--- src/rtl/loop_ctrl_if.sv ---
// rtl/loop_ctrl_if.sv - counter-control and step-handshake bundle for loop_ctrl
// master is the controller side; slave is the counter/consumer side.
interface loop_ctrl_if #(
  parameter int W = 4
);
  logic         ld;
  logic [W-1:0] ld_data;
  logic         inc;
  logic [W-1:0] cnt;
  logic         step_valid;
  logic         step_ready;

  modport master (
    output ld, ld_data, inc, step_valid,
    input  cnt, step_ready
  );

  modport slave (
    input  ld, ld_data, inc, step_valid,
    output cnt, step_ready
  );
endinterface

--- src/rtl/loop_ctrl.sv ---
// rtl/loop_ctrl.sv - loop sequencer driving an external up-counter
// Runs limit handshaked steps, cross-checking the counter against a shadow copy.
module loop_ctrl #(
  parameter int W = 4
) (
  input  logic         clk,
  input  logic         reset,
  input  logic         start,
  input  logic [W-1:0] limit,
  input  logic         abort,
  output logic         busy,
  output logic         done,
  output logic         err,
  loop_ctrl_if.master  bus
);

  typedef enum logic [1:0] {IDLE, LOAD, RUN, FIN} state_t;

  state_t       state_q, state_d;
  logic [W-1:0] limit_q, limit_d;
  logic [W-1:0] sh_q, sh_d;
  logic         err_q, err_d;
  logic         ld_q, ld_d;
  logic         step_valid_q, step_valid_d;
  logic         busy_q, busy_d;
  logic         done_q, done_d;
  logic         handshake;
  logic         last_step;

  // Abort wins over a same-cycle handshake, so it also masks the increment.
  assign handshake = step_valid_q & bus.step_ready & ~abort;
  assign last_step = (bus.cnt == (limit_q - W'(1)));

  always_comb begin
    state_d = state_q;
    limit_d = limit_q;
    sh_d    = sh_q;
    err_d   = err_q;
    case (state_q)
      IDLE: begin
        if (start) begin
          limit_d = limit;
          sh_d    = '0;
          err_d   = 1'b0;
          state_d = (limit == '0) ? FIN : LOAD;
        end
      end
      LOAD: state_d = RUN;
      RUN: begin
        if (bus.cnt != sh_q) err_d = 1'b1;
        if (abort) begin
          state_d = IDLE;
        end else if (handshake) begin
          sh_d = sh_q + W'(1);
          if (last_step) state_d = FIN;
        end
      end
      FIN:     state_d = IDLE;
      default: state_d = IDLE;
    endcase
    // Moore outputs are registered from the next state so they track state_q exactly.
    ld_d         = (state_d == LOAD);
    step_valid_d = (state_d == RUN);
    busy_d       = (state_d != IDLE);
    done_d       = (state_d == FIN);
  end

  always_ff @(posedge clk or posedge reset) begin
    if (reset) begin
      state_q      <= IDLE;
      limit_q      <= '0;
      sh_q         <= '0;
      err_q        <= 1'b0;
      ld_q         <= 1'b0;
      step_valid_q <= 1'b0;
      busy_q       <= 1'b0;
      done_q       <= 1'b0;
    end else begin
      state_q      <= state_d;
      limit_q      <= limit_d;
      sh_q         <= sh_d;
      err_q        <= err_d;
      ld_q         <= ld_d;
      step_valid_q <= step_valid_d;
      busy_q       <= busy_d;
      done_q       <= done_d;
    end
  end

  assign bus.ld         = ld_q;
  assign bus.ld_data    = '0;
  assign bus.inc        = handshake;
  assign bus.step_valid = step_valid_q;
  assign busy           = busy_q;
  assign done           = done_q;
  assign err            = err_q;

endmodule

--- src/flat_wrapper.sv ---
// flat-port wrapper written by rule: the top's interface ports become plain ports
module loop_ctrl_flat 
#(
  parameter int W = 4
)
  (clk, reset, start, limit, abort, busy, done, err, bus_ld, bus_ld_data, bus_inc, bus_step_valid, bus_cnt, bus_step_ready);
  loop_ctrl_if #(.W(W)) bus_i ();
  input  logic clk;
  input  logic reset;
  input  logic start;
  input  logic [W-1:0] limit;
  input  logic abort;
  output logic busy;
  output logic done;
  output logic err;
  output wire logic [$bits(bus_i.ld)-1:0] bus_ld;
  output wire logic [$bits(bus_i.ld_data)-1:0] bus_ld_data;
  output wire logic [$bits(bus_i.inc)-1:0] bus_inc;
  output wire logic [$bits(bus_i.step_valid)-1:0] bus_step_valid;
  input wire logic [$bits(bus_i.cnt)-1:0] bus_cnt;
  input wire logic [$bits(bus_i.step_ready)-1:0] bus_step_ready;
  assign bus_ld = bus_i.ld;
  assign bus_ld_data = bus_i.ld_data;
  assign bus_inc = bus_i.inc;
  assign bus_step_valid = bus_i.step_valid;
  assign bus_i.cnt = bus_cnt;
  assign bus_i.step_ready = bus_step_ready;
  loop_ctrl #(.W(W)) u_core (.clk(clk), .reset(reset), .start(start), .limit(limit), .abort(abort), .busy(busy), .done(done), .err(err), .bus(bus_i));
endmodule
--- config.mk ---
export PLATFORM = sky130hd
export DESIGN_NAME = loop_ctrl_flat
export DESIGN_NICKNAME = d
export VERILOG_FILES = /design/src/rtl/loop_ctrl_if.sv /design/src/rtl/loop_ctrl.sv /design/src/flat_wrapper.sv
export SDC_FILE = /design/constraint.sdc
export NUM_CORES = 1
export LEC_CHECK = 0
export CAP_MARGIN = 20
export CORE_AREA = 2 2 56 45
export DETAILED_ROUTE_END_ITERATION = 10
export DIE_AREA = 0 0 58 47
export GPL_ROUTABILITY_DRIVEN = 0
export PLACE_DENSITY = 0.74
export SLEW_MARGIN = 20
export SYNTH_ARGS = -nofsm -noshare
export SYNTH_HDL_FRONTEND = slang
export SYNTH_SLANG_ARGS = --single-unit
--- constraint.sdc ---
create_clock -name clk -period 1.6 [get_ports clk]
set_input_delay 0.4 -clock clk [delete_from_list [all_inputs] [get_ports clk]]
set_output_delay 0.4 -clock clk [all_outputs]
set_load 0.1 [all_outputs]
==> results of run 1 <==
[registers in the layout, summed over array words and instances, names as in the netlist]
signal	flops
u_core.bus.ld	1
u_core.bus.step_valid	1
u_core.busy	1
u_core.done	1
u_core.err	1
u_core.limit_q	4
u_core.sh_q	4
u_core.state_q	2
[critical path, cell delays in order, from the launching register on]
cell	delay, ns
dfrtp_1	0.40
inv_2	0.08
ha_4	0.20
xnor2_1	0.13
or4_4	0.50
o31ai_4	0.23
nor2b_1	0.18
[per-layer routing]
metal	vias to the layer above	GRT usage (%)	wire [um]
met5	-	0	0
met4	0	9.767	57
met3	6	2.479	77
met2	17	25.91	915
met1	317	15.62	745
li1	346	-	-
[through the flow]
stage / TNS [ns] / instances
finish: -0.3556 / 148
global route: -0.5505 / 148
CTS: -0.2949 / 145
detailed placement: -1.493 / 138
global placement: -1.382 / 138
floorplan: -0.1879 / 87
[report_power, final]
group          total (mW)  internal [mW]  leakage, nW  switching [mW]
clock network       0.232         0.0931       0.0177           0.139
logic                1.50          0.644        0.391           0.856
registers           0.666          0.524        0.190           0.143
total                2.40           1.26        0.599            1.14
[kinds of logic after synthesis]
kind of cell	count (synthesis)	share of synthesized area [%]
XOR/XNOR	12	12.92
AND/OR/NAND/NOR	30	20.46
buffers and inverters	13	7.846
AO/OA/AOI/OAI	11	9.076
flip-flops	15	46.15
adder cells (fa/ha/maj)	2	3.076
other	1	0.4611
[layout by cell type (no fill, tap or decap), drive strengths merged, types with 2 or more instances in the layout]
cell	n
o31ai	2
o21ai	6
nor2	6
dfrtp	15
xor2	4
inv	6
clkbuf	3
buf	25
ha	2
nand3	2
nor3	3
xnor2	8
nand2	11
clkdlybuf4s50	10
conb	4
dlygate4sd2	2
clkinv	2
[area by class of cell]
cell class / count / area (um2)
Fill cell: 186 / 914.6
Multi-Input combinational cell: 59 / 406.6
Timing Repair Buffer: 37 / 384.1
Sequential cell: 15 / 379.1
Inverter: 8 / 33.78
Tap cell: 25 / 31.28
Clock buffer: 3 / 22.52
Clock inverter: 1 / 5.005
[worst paths after layout]
path | slack, ns | endpoint | depth (start not counted)
setup / recovery | -0.18 | u_core.done$_DFF_PP0_ | 6
max in group asynchronous | 1.01 | u_core.bus.step_valid$_DFF_PP0_ | 3
min in group clk | 0.51 | u_core.limit_q[3]$_DFFE_PP0P_ | 2
hold / removal | 0.40 | u_core.limit_q[2]$_DFFE_PP0P_ | 3
hold reg to reg | 0.51 | u_core.limit_q[3]$_DFFE_PP0P_ | 2
setup reg to reg | -0.18 | u_core.done$_DFF_PP0_ | 6
[timing repair]
action,CTS,global route
gates resized for setup,6,0
setup buffers,3,3
pin swaps,1,1
endpoints found under the setup margin,4,4
cloned,0,0
==> key figures, run 1 <==
Die
  – Die ar.: roughly 2700 um2
  – Row count: 15
  – Die width: ~58 um
  – Die height: between 40 and 50 um
  – Initial Util: 37.36%
  – Core Footprint: ~2200 um2
  – Ports: 23

Worst setup path
  – Critical path launch point type: register
  – Worst setup EP type: register
  – Worst EP arrival: ~2 ns
  – Worst setup path class: reg -> reg
  – Worst EP required: between 1.5 and 2 ns
  – RR Startpoint: u_core.limit_q[1]$_DFFE_PP0P_
  – Crit path from: u_core.limit_q[1]$_DFFE_PP0P_
  – CP max FO: 3

Clock network
  – Post-CTS Hold Buffers: 0
  – Reg clk slew, reported paths: 0.11 ns
  – Clk_lat worst skew: 0.30 ns
  – H-Tree Depth: 1
  – Clk sink count: 15
  – Num CTS Buffers: 3
  – Max Buffers Root-to-Sink: 2
  – CTS tree: built
  – Root Buffer: clkbuf_4

Synthesis
  – Syn Std Cell Area: 813.3 um2
  – Seq/Total Area, Yosys: between 40% and 50%
  – Syn Inst Count: 84
  – Area contributors post-synth: dfrtp_1 46%, xnor2_1 8.6%, nand2_1 5.1%
  – Top_reg_cell synth: dfrtp_1
  – YS warnings: 0
  – Post-synth EDFFs: 0
  – Cell accounting for the most synthesized area: dfrtp_1
  – Fraction of registers with async set/reset: 100.0%
  – Top-count cell post-synth: dfrtp_1
  – Post-Syn Area per Cell: just under 10 um2
  – Synthesized flop and latch total: 15
  – Synth top cells by count: 15 x dfrtp_1, 11 x nand2_1, 8 x xnor2_1
  – Top-area cell type share of the netlist area: a little under half
  – Number of distinct library cells after synthesis: 28

Outcome
  – Failing checks: setup timing
  – Status: finished with violations

Job
  – Max-cap violations: 0

Routing
  – DRT Wirelength: around 1.8 mm
  – Drt pass-1 iters: 3
  – Initial DRC count: 6
  – Routed wire per std cell: ~12 um
  – Post-detailed-route DRC marker count: 0
  – Total number of vias: 686
  – Routed Antenna Nets: 0
  – Vias per cell: ~4.6

STA
  – Setup violators final: 4
  – Hold_ws: between 0.3 and 0.4 ns
  – FMAX: between 0.5 and 0.6 GHz
  – Final WS setup: -0.1843 ns
  – Unrepaired setup endpoints after global routing: true
  – Fin crit share: 111.5%
  – Slew Limit Fails: 0
  – Fin Clk Skew: 0.01062 ns
  – Final hold vios: 0
  – Tmin final: 1.784 ns

Final layout
  – Synthesis-to-layout area growth: 55.23%
  – Fin util: about 58%
  – Nets@finish: approximately 140
  – Post-route cell area: between 1000 and 1500 um2
  – # diodes: 0
  – Layout cell share with drive strength beyond 1: about a third

Placement
  – Number of port buffers: 18
  – HPWL after detailed placement: about 1.3 mm
  – Post-DP Area: approximately 1200 um2
  – Pre-CTS WS: -0.3714 ns

Power and ir drop
  – Total Power: approximately 2.4 mW
  – Power Dens Cells: roughly 1900 nW/um2
  – Worst VDD drop: between 0.0015 and 0.002 V
  – LEAKAGE: between 0.5 and 0.6 nW

Global routing
  – Largest net degree at the start of global routing: 16
  – Antenna violations before repair: 0
  – First-pass GRT wire length: 2.773 mm
  – Global-route usage over all layers: around 14%
  – Vias in the first global route: ~670
  – Grt total ovfl: 0

Hold path
  – Worst min-delay path class: in -> async
Note: power is estimated with default switching activity, not from simulation.
==> run 2, diff against run 1 <==
--- a/config.mk
+++ b/config.mk
@@ -6,11 +6,11 @@
 export NUM_CORES = 1
 export LEC_CHECK = 0
 export CAP_MARGIN = 20
-export CORE_AREA = 2 2 56 45
+export CORE_AREA = 2 2 46 53
 export DETAILED_ROUTE_END_ITERATION = 10
-export DIE_AREA = 0 0 58 47
+export DIE_AREA = 0 0 48 55
 export GPL_ROUTABILITY_DRIVEN = 0
-export PLACE_DENSITY = 0.74
+export PLACE_DENSITY = 0.75
 export SLEW_MARGIN = 20
 export SYNTH_ARGS = -nofsm -noshare
 export SYNTH_HDL_FRONTEND = slang
==> run 2 against run 1 <==
Against the previous run: power increased by 0.93%; design area decreased by 0.79%; the run still ends with setup timing left; flip-flop and latch count unchanged; clock power decreased by 4%; fmax increased by 2.9%; largest cell class unchanged; largest power group unchanged; worst hold slack got worse by 0.076 ns; global-route usage increased by 1.9 points; critical path type unchanged; final cell count increased by 1.4%; sequential power decreased by 2%; clock skew increased by 0.0018 ns.
==> key figures, run 2 (synthesis results as in run 1) <==
Clock network
  – Reg clk slew, reported paths: roughly 0.1 ns
  – Root Buffer: clkbuf_4
  – Post-CTS Hold Buffers: 0
  – Max Buffers Root-to-Sink: 2
  – Clk_lat worst skew: roughly 0.29 ns
  – Num CTS Buffers: 3
  – H-Tree Depth: 1
  – Clk sink count: 15
  – CTS tree: built

Final layout
  – Post-route cell area: around 1300 um2
  – Nets@finish: 136
  – Most frequent cells in the layout: 15 x buf_4, 14 x dfrtp_1, 11 x nand2_1
  – Fin util: 58.54%
  – # fillers: ~190
  – # diodes: 0
  – Synthesis-to-layout area growth: 54.00%
  – Most common cell after layout, fill and taps aside: buf_4
  – Layout cell share with drive strength beyond 1: 30.00%
  – Largest registers: u_core.limit_q: 4 flops, u_core.sh_q: 4 flops, u_core.state_q: 2 flops

Worst setup path
  – Worst setup EP type: register
  – Worst setup path class: reg -> reg
  – Worst EP arrival: 1.97 ns
  – CP max FO: 3
  – Critical path launch point type: register
  – Worst EP required: between 1.5 and 2 ns

Routing
  – Top Layer Used: met4
  – Met1 wire length: roughly 800 um
  – Routed wl met3: roughly 60 um
  – Routed Antenna Nets: 0
  – Routed wire per std cell: between 10 and 15 um
  – Metal2 WL: 929 um
  – Post-detailed-route DRC marker count: 0
  – Vias per cell: around 4.6
  – Drt pass-1 iters: 4
  – Total number of vias: 697
  – Initial DRC count: 6
  – DRT Wirelength: around 1.8 mm

Global routing
  – First-pass GRT wire length: 2.829 mm
  – Antenna violations before repair: 0
  – Global-route usage over all layers: ~16%
  – Vias in the first global route: around 660
  – Largest net degree at the start of global routing: 10
  – Grt total ovfl: 0

Hold path
  – Worst min-delay path class: in -> async

Die
  – Initial Util: 38.01%
  – Ports: 23
  – Core Footprint: between 2000 and 2500 um2
  – Row count: 18
  – Die ar.: ~2600 um2
  – Die width: 48 um
  – Die height: 55 um

STA
  – Setup violators final: 4
  – Final WS setup: -0.1348 ns
  – Fin crit share: 108.4%
  – Final hold vios: 0
  – Hold_ws: roughly 0.32 ns
  – Unrepaired setup endpoints after global routing: true
  – FMAX: 0.5764 GHz
  – Tmin final: about 1.7 ns
  – Fin Clk Skew: approximately 0.012 ns
  – Slew Limit Fails: 0

Placement
  – Number of port buffers: 18
  – Post-DP Area: roughly 1200 um2
  – HPWL after detailed placement: approximately 1.3 mm

Job
  – Max-cap violations: 0

Power and ir drop
  – Worst VDD drop: ~0.0012 V
  – LEAKAGE: roughly 0.6 nW
  – Power Dens Cells: a little under 2000 nW/um2

Outcome
  – Status: finished with violations
  – Failing checks: setup timing
[run 2: cell types whose count changed in the layout (fill, tap and decap cells not counted)]
cell	delta
buf_4	-3
clkbuf_1	+1
clkinv_2	-1
xnor2_1	-1
xnor2_2	+1
[run 2: metrics by stage]
| step | TNS (ns) | setup WS, ns | power, mW | std cells |
|---|---|---|---|---|
| detailed placement | -1.675 | -0.3503 | 2.045 | 139 |
| CTS | -0.3970 | -0.1671 | 2.332 | 145 |
| global route | -0.5059 | -0.2102 | 2.565 | 150 |
| finish | -0.2639 | -0.1348 | 2.421 | 150 |
| floorplan | -0.1879 | -0.1046 | 1.532 | 87 |
| global placement | -1.478 | -0.3251 | 2.027 | 139 |
[run 2: path summary, 6_finish.rpt]
path | from | end | slack [ns] | cells past startpoint
min in group clk | u_core.limit_q[3]$_DFFE_PP0P_ | u_core.limit_q[3]$_DFFE_PP0P_ | 0.51 | 2
worst max register to register | u_core.limit_q[1]$_DFFE_PP0P_ | u_core.done$_DFF_PP0_ | -0.13 | 6
worst min register to register | u_core.limit_q[3]$_DFFE_PP0P_ | u_core.limit_q[3]$_DFFE_PP0P_ | 0.51 | 2
worst max-delay path | u_core.limit_q[1]$_DFFE_PP0P_ | u_core.done$_DFF_PP0_ | -0.13 | 6
worst min-delay path | reset | u_core.sh_q[1]$_DFFE_PP0P_ | 0.32 | 2
max in group asynchronous | reset | u_core.sh_q[3]$_DFFE_PP0P_ | 0.85 | 3
[run 2: where the power goes]
group / internal [mW] / switching, mW
clock network: 0.0970 / 0.126
logic: 0.671 / 0.872
registers: 0.524 / 0.132
[run 2: worst max-delay path, stage by stage, from the launching register on]
cell	delay [ns]
dfrtp_1	0.40
inv_2	0.09
ha_4	0.21
xnor2_2	0.12
or4_4	0.50
o31ai_4	0.21
nor2b_1	0.15
[run 2: routing by layer]
metal / up-vias / track usage, %
li1: 340 / -
met5: - / 0
met4: 0 / 9.459
met3: 2 / 2.922
met2: 15 / 25.11
met1: 340 / 20.28
[run 2: layout make-up]
cell class | count | area (um2) | area share [%]
tap | 30 | 37.54 | 2.997
sequential | 15 | 379.1 | 30.27
timing repair buffer | 34 | 361.6 | 28.87
multi-input combinational | 59 | 414.1 | 33.07
clock buffer | 4 | 26.28 | 2.098
inverter | 8 | 33.78 | 2.697
[run 2: what timing repair did]
action | CTS | global route
cloned | 0 | 0
setup buffers | 2 | 5
pin swaps | 2 | 2
setup endpoints to repair | 4 | 4
resized for setup | 6 | 1
==> run 3, diff against run 2 <==
--- a/config.mk
+++ b/config.mk
@@ -6,11 +6,11 @@
 export NUM_CORES = 1
 export LEC_CHECK = 0
 export CAP_MARGIN = 20
-export CORE_AREA = 2 2 46 53
+export CORE_AREA = 2 2 46 52
 export DETAILED_ROUTE_END_ITERATION = 10
-export DIE_AREA = 0 0 48 55
+export DIE_AREA = 0 0 48 54
 export GPL_ROUTABILITY_DRIVEN = 0
-export PLACE_DENSITY = 0.75
+export PLACE_DENSITY = 0.76
 export SLEW_MARGIN = 20
 export SYNTH_ARGS = -nofsm -noshare
 export SYNTH_HDL_FRONTEND = slang
==> run 3 against run 2 <==
Against the previous run: the flow still finishes with violations (setup timing); die area shrank 1.8%; clock skew shrank 0.0051 ns; critical path depth is the same; first-iteration DRC count shrank 17%; highest routed layer unchanged.
==> key figures, run 3 (synthesis results as in run 1) <==
Outcome
  – Status: finished with violations
  – Failing checks: setup timing

Power and ir drop
  – Power Dens Cells: between 1500 and 2000 nW/um2
  – Total Power: approximately 2.4 mW
  – Switching share of total power: a little under half
  – Worst VDD drop: approximately 0.0011 V
  – LEAKAGE: a little under 0.6 nW
  – Clock power share: roughly 9.0%
  – Net Switching: about 1.1 mW
  – Seq pwr share: 27.7%
  – Combinational share of power: between 60 and 70%
  – Int Power: 1.262 mW

Placement
  – Post-DP Area: around 1200 um2
  – HPWL after detailed placement: roughly 1.4 mm
  – Number of port buffers: 18
  – Placed Cells: about 140

Worst setup path
  – Worst EP arrival: 1.96 ns
  – Reg2reg path depth: 6
  – Worst setup path class: reg -> reg
  – Worst setup EP type: register
  – CP max FO: 3
  – Worst EP required: between 1.5 and 2 ns
  – Critical path launch point type: register

Final layout
  – Post-Layout Cell Count: 152
  – Largest registers: u_core.limit_q: 4 flops, u_core.sh_q: 4 flops, u_core.state_q: 2 flops
  – Synthesis-to-layout area growth: 54.92%
  – Post-route cell area: about 1300 um2
  – Most common cell after layout, fill and taps aside: buf_4
  – # diodes: 0
  – Nets@finish: between 100 and 150
  – Fin util: 58.89%
  – # fillers: around 190
  – Layout cell share with drive strength beyond 1: between 30% and 40%
  – Most frequent cells in the layout: 17 x buf_4, 14 x dfrtp_1, 11 x nand2_1

Routing
  – Post-detailed-route DRC marker count: 0
  – Drt pass-1 iters: 3
  – Total number of vias: slightly above 700
  – Routed Antenna Nets: 0
  – Vias per cell: about 4.6
  – Routed wire per std cell: around 12 um
  – DRT Wirelength: roughly 1.9 mm
  – Initial DRC count: 5

Clock network
  – Root Buffer: clkbuf_4
  – CTS tree: built
  – Num CTS Buffers: 3
  – H-Tree Depth: 1
  – Clk_lat worst skew: 0.28 ns
  – Clk sink count: 15
  – Reg clk slew, reported paths: approximately 0.090 ns
  – Post-CTS Hold Buffers: 0
  – Max Buffers Root-to-Sink: 2

Global routing
  – Largest net degree at the start of global routing: 10
  – Global-route usage over all layers: roughly 17%
  – Antenna violations before repair: 0
  – Grt total ovfl: 0
  – First-pass GRT wire length: approximately 2.8 mm
  – Vias in the first global route: 668

Hold path
  – Worst min-delay path class: in -> async

Die
  – Die height: between 50 and 60 um
  – Die width: between 40 and 50 um
  – Ports: 23
  – Die ar.: approximately 2600 um2
  – Initial Util: approximately two fifths
  – Core Footprint: 2140 um2
  – Row count: 18

STA
  – Fin Clk Skew: about 0.0073 ns
  – Fin crit share: 109.3%
  – Slew Limit Fails: 0
  – Unrepaired setup endpoints after global routing: true
  – Final hold vios: 0
  – Setup violators final: 4
  – FMAX: about 0.57 GHz
  – Tmin final: 1.749 ns
  – Final WS setup: -0.1487 ns
  – Hold_ws: 0.3434 ns

Job
  – Max-cap violations: 0
==> run 3: cell count changes in the layout (fill, tap and decap cells not counted), sizes merged <==
cell  previous run  this run
buf             22        24
==> run 3: cell type report <==
type	instances	area [um2]	share of cell area, %
multi-input combinational	59	406.6	32.27
sequential	15	379.1	30.09
timing repair buffer	36	376.6	29.89
tap	30	37.54	2.979
inverter	8	33.78	2.681
clock buffer	4	26.28	2.085
==> run 3: final timing paths <==
kind | end | startpoint | slack [ns]
max in group asynchronous | u_core.limit_q[2]$_DFFE_PP0P_ | reset | 0.84
min in group clk | u_core.limit_q[3]$_DFFE_PP0P_ | u_core.limit_q[3]$_DFFE_PP0P_ | 0.50
worst min-delay path | u_core.sh_q[1]$_DFFE_PP0P_ | reset | 0.34
worst max register to register | u_core.done$_DFF_PP0_ | u_core.limit_q[1]$_DFFE_PP0P_ | -0.15
worst min register to register | u_core.limit_q[3]$_DFFE_PP0P_ | u_core.limit_q[3]$_DFFE_PP0P_ | 0.50
worst max-delay path | u_core.done$_DFF_PP0_ | u_core.limit_q[1]$_DFFE_PP0P_ | -0.15
==> run 3: layer usage <==
layer | track usage [%] | share of wire (%)
met1 | 17.94 | 41
met3 | 4.027 | 3.8
met4 | 11.71 | 2.7
met2 | 27.33 | 53
met5 | 0 | 0
==> run 3: worst max-delay path, cell delays in order, from the launching register on <==
cell and delay (ns):
dfrtp_1 0.40, inv_2 0.09, ha_4 0.21, xnor2_1 0.12, or4_4 0.50, o31ai_4 0.21
nor2b_1 0.16
==> run 3: repair_timing <==
item / 4_1_cts / 5_1_grt
setup buffers: 3 / 2
setup endpoints to repair: 4 / 4
gates resized for setup: 6 / 0
pin swaps: 1 / 1
==> run 3: stage by stage <==
stage | setup TNS, ns | setup WS [ns]
after global routing | -0.4514 | -0.1778
final | -0.3253 | -0.1487
after floorplan | -0.1879 | -0.1046
after global placement | -1.415 | -0.3336
after detailed placement | -1.772 | -0.3622
after CTS | -0.2843 | -0.1240
==> run 3: power groups by stage <==
stage	clock network [mW]	registers, mW	logic (mW)
floorplan	0	1.01	0.524
global placement	0	0.654	1.38
detailed placement	0	0.665	1.39
CTS	0.222	0.661	1.47
global route	0.241	0.674	1.60
finish	0.215	0.659	1.50
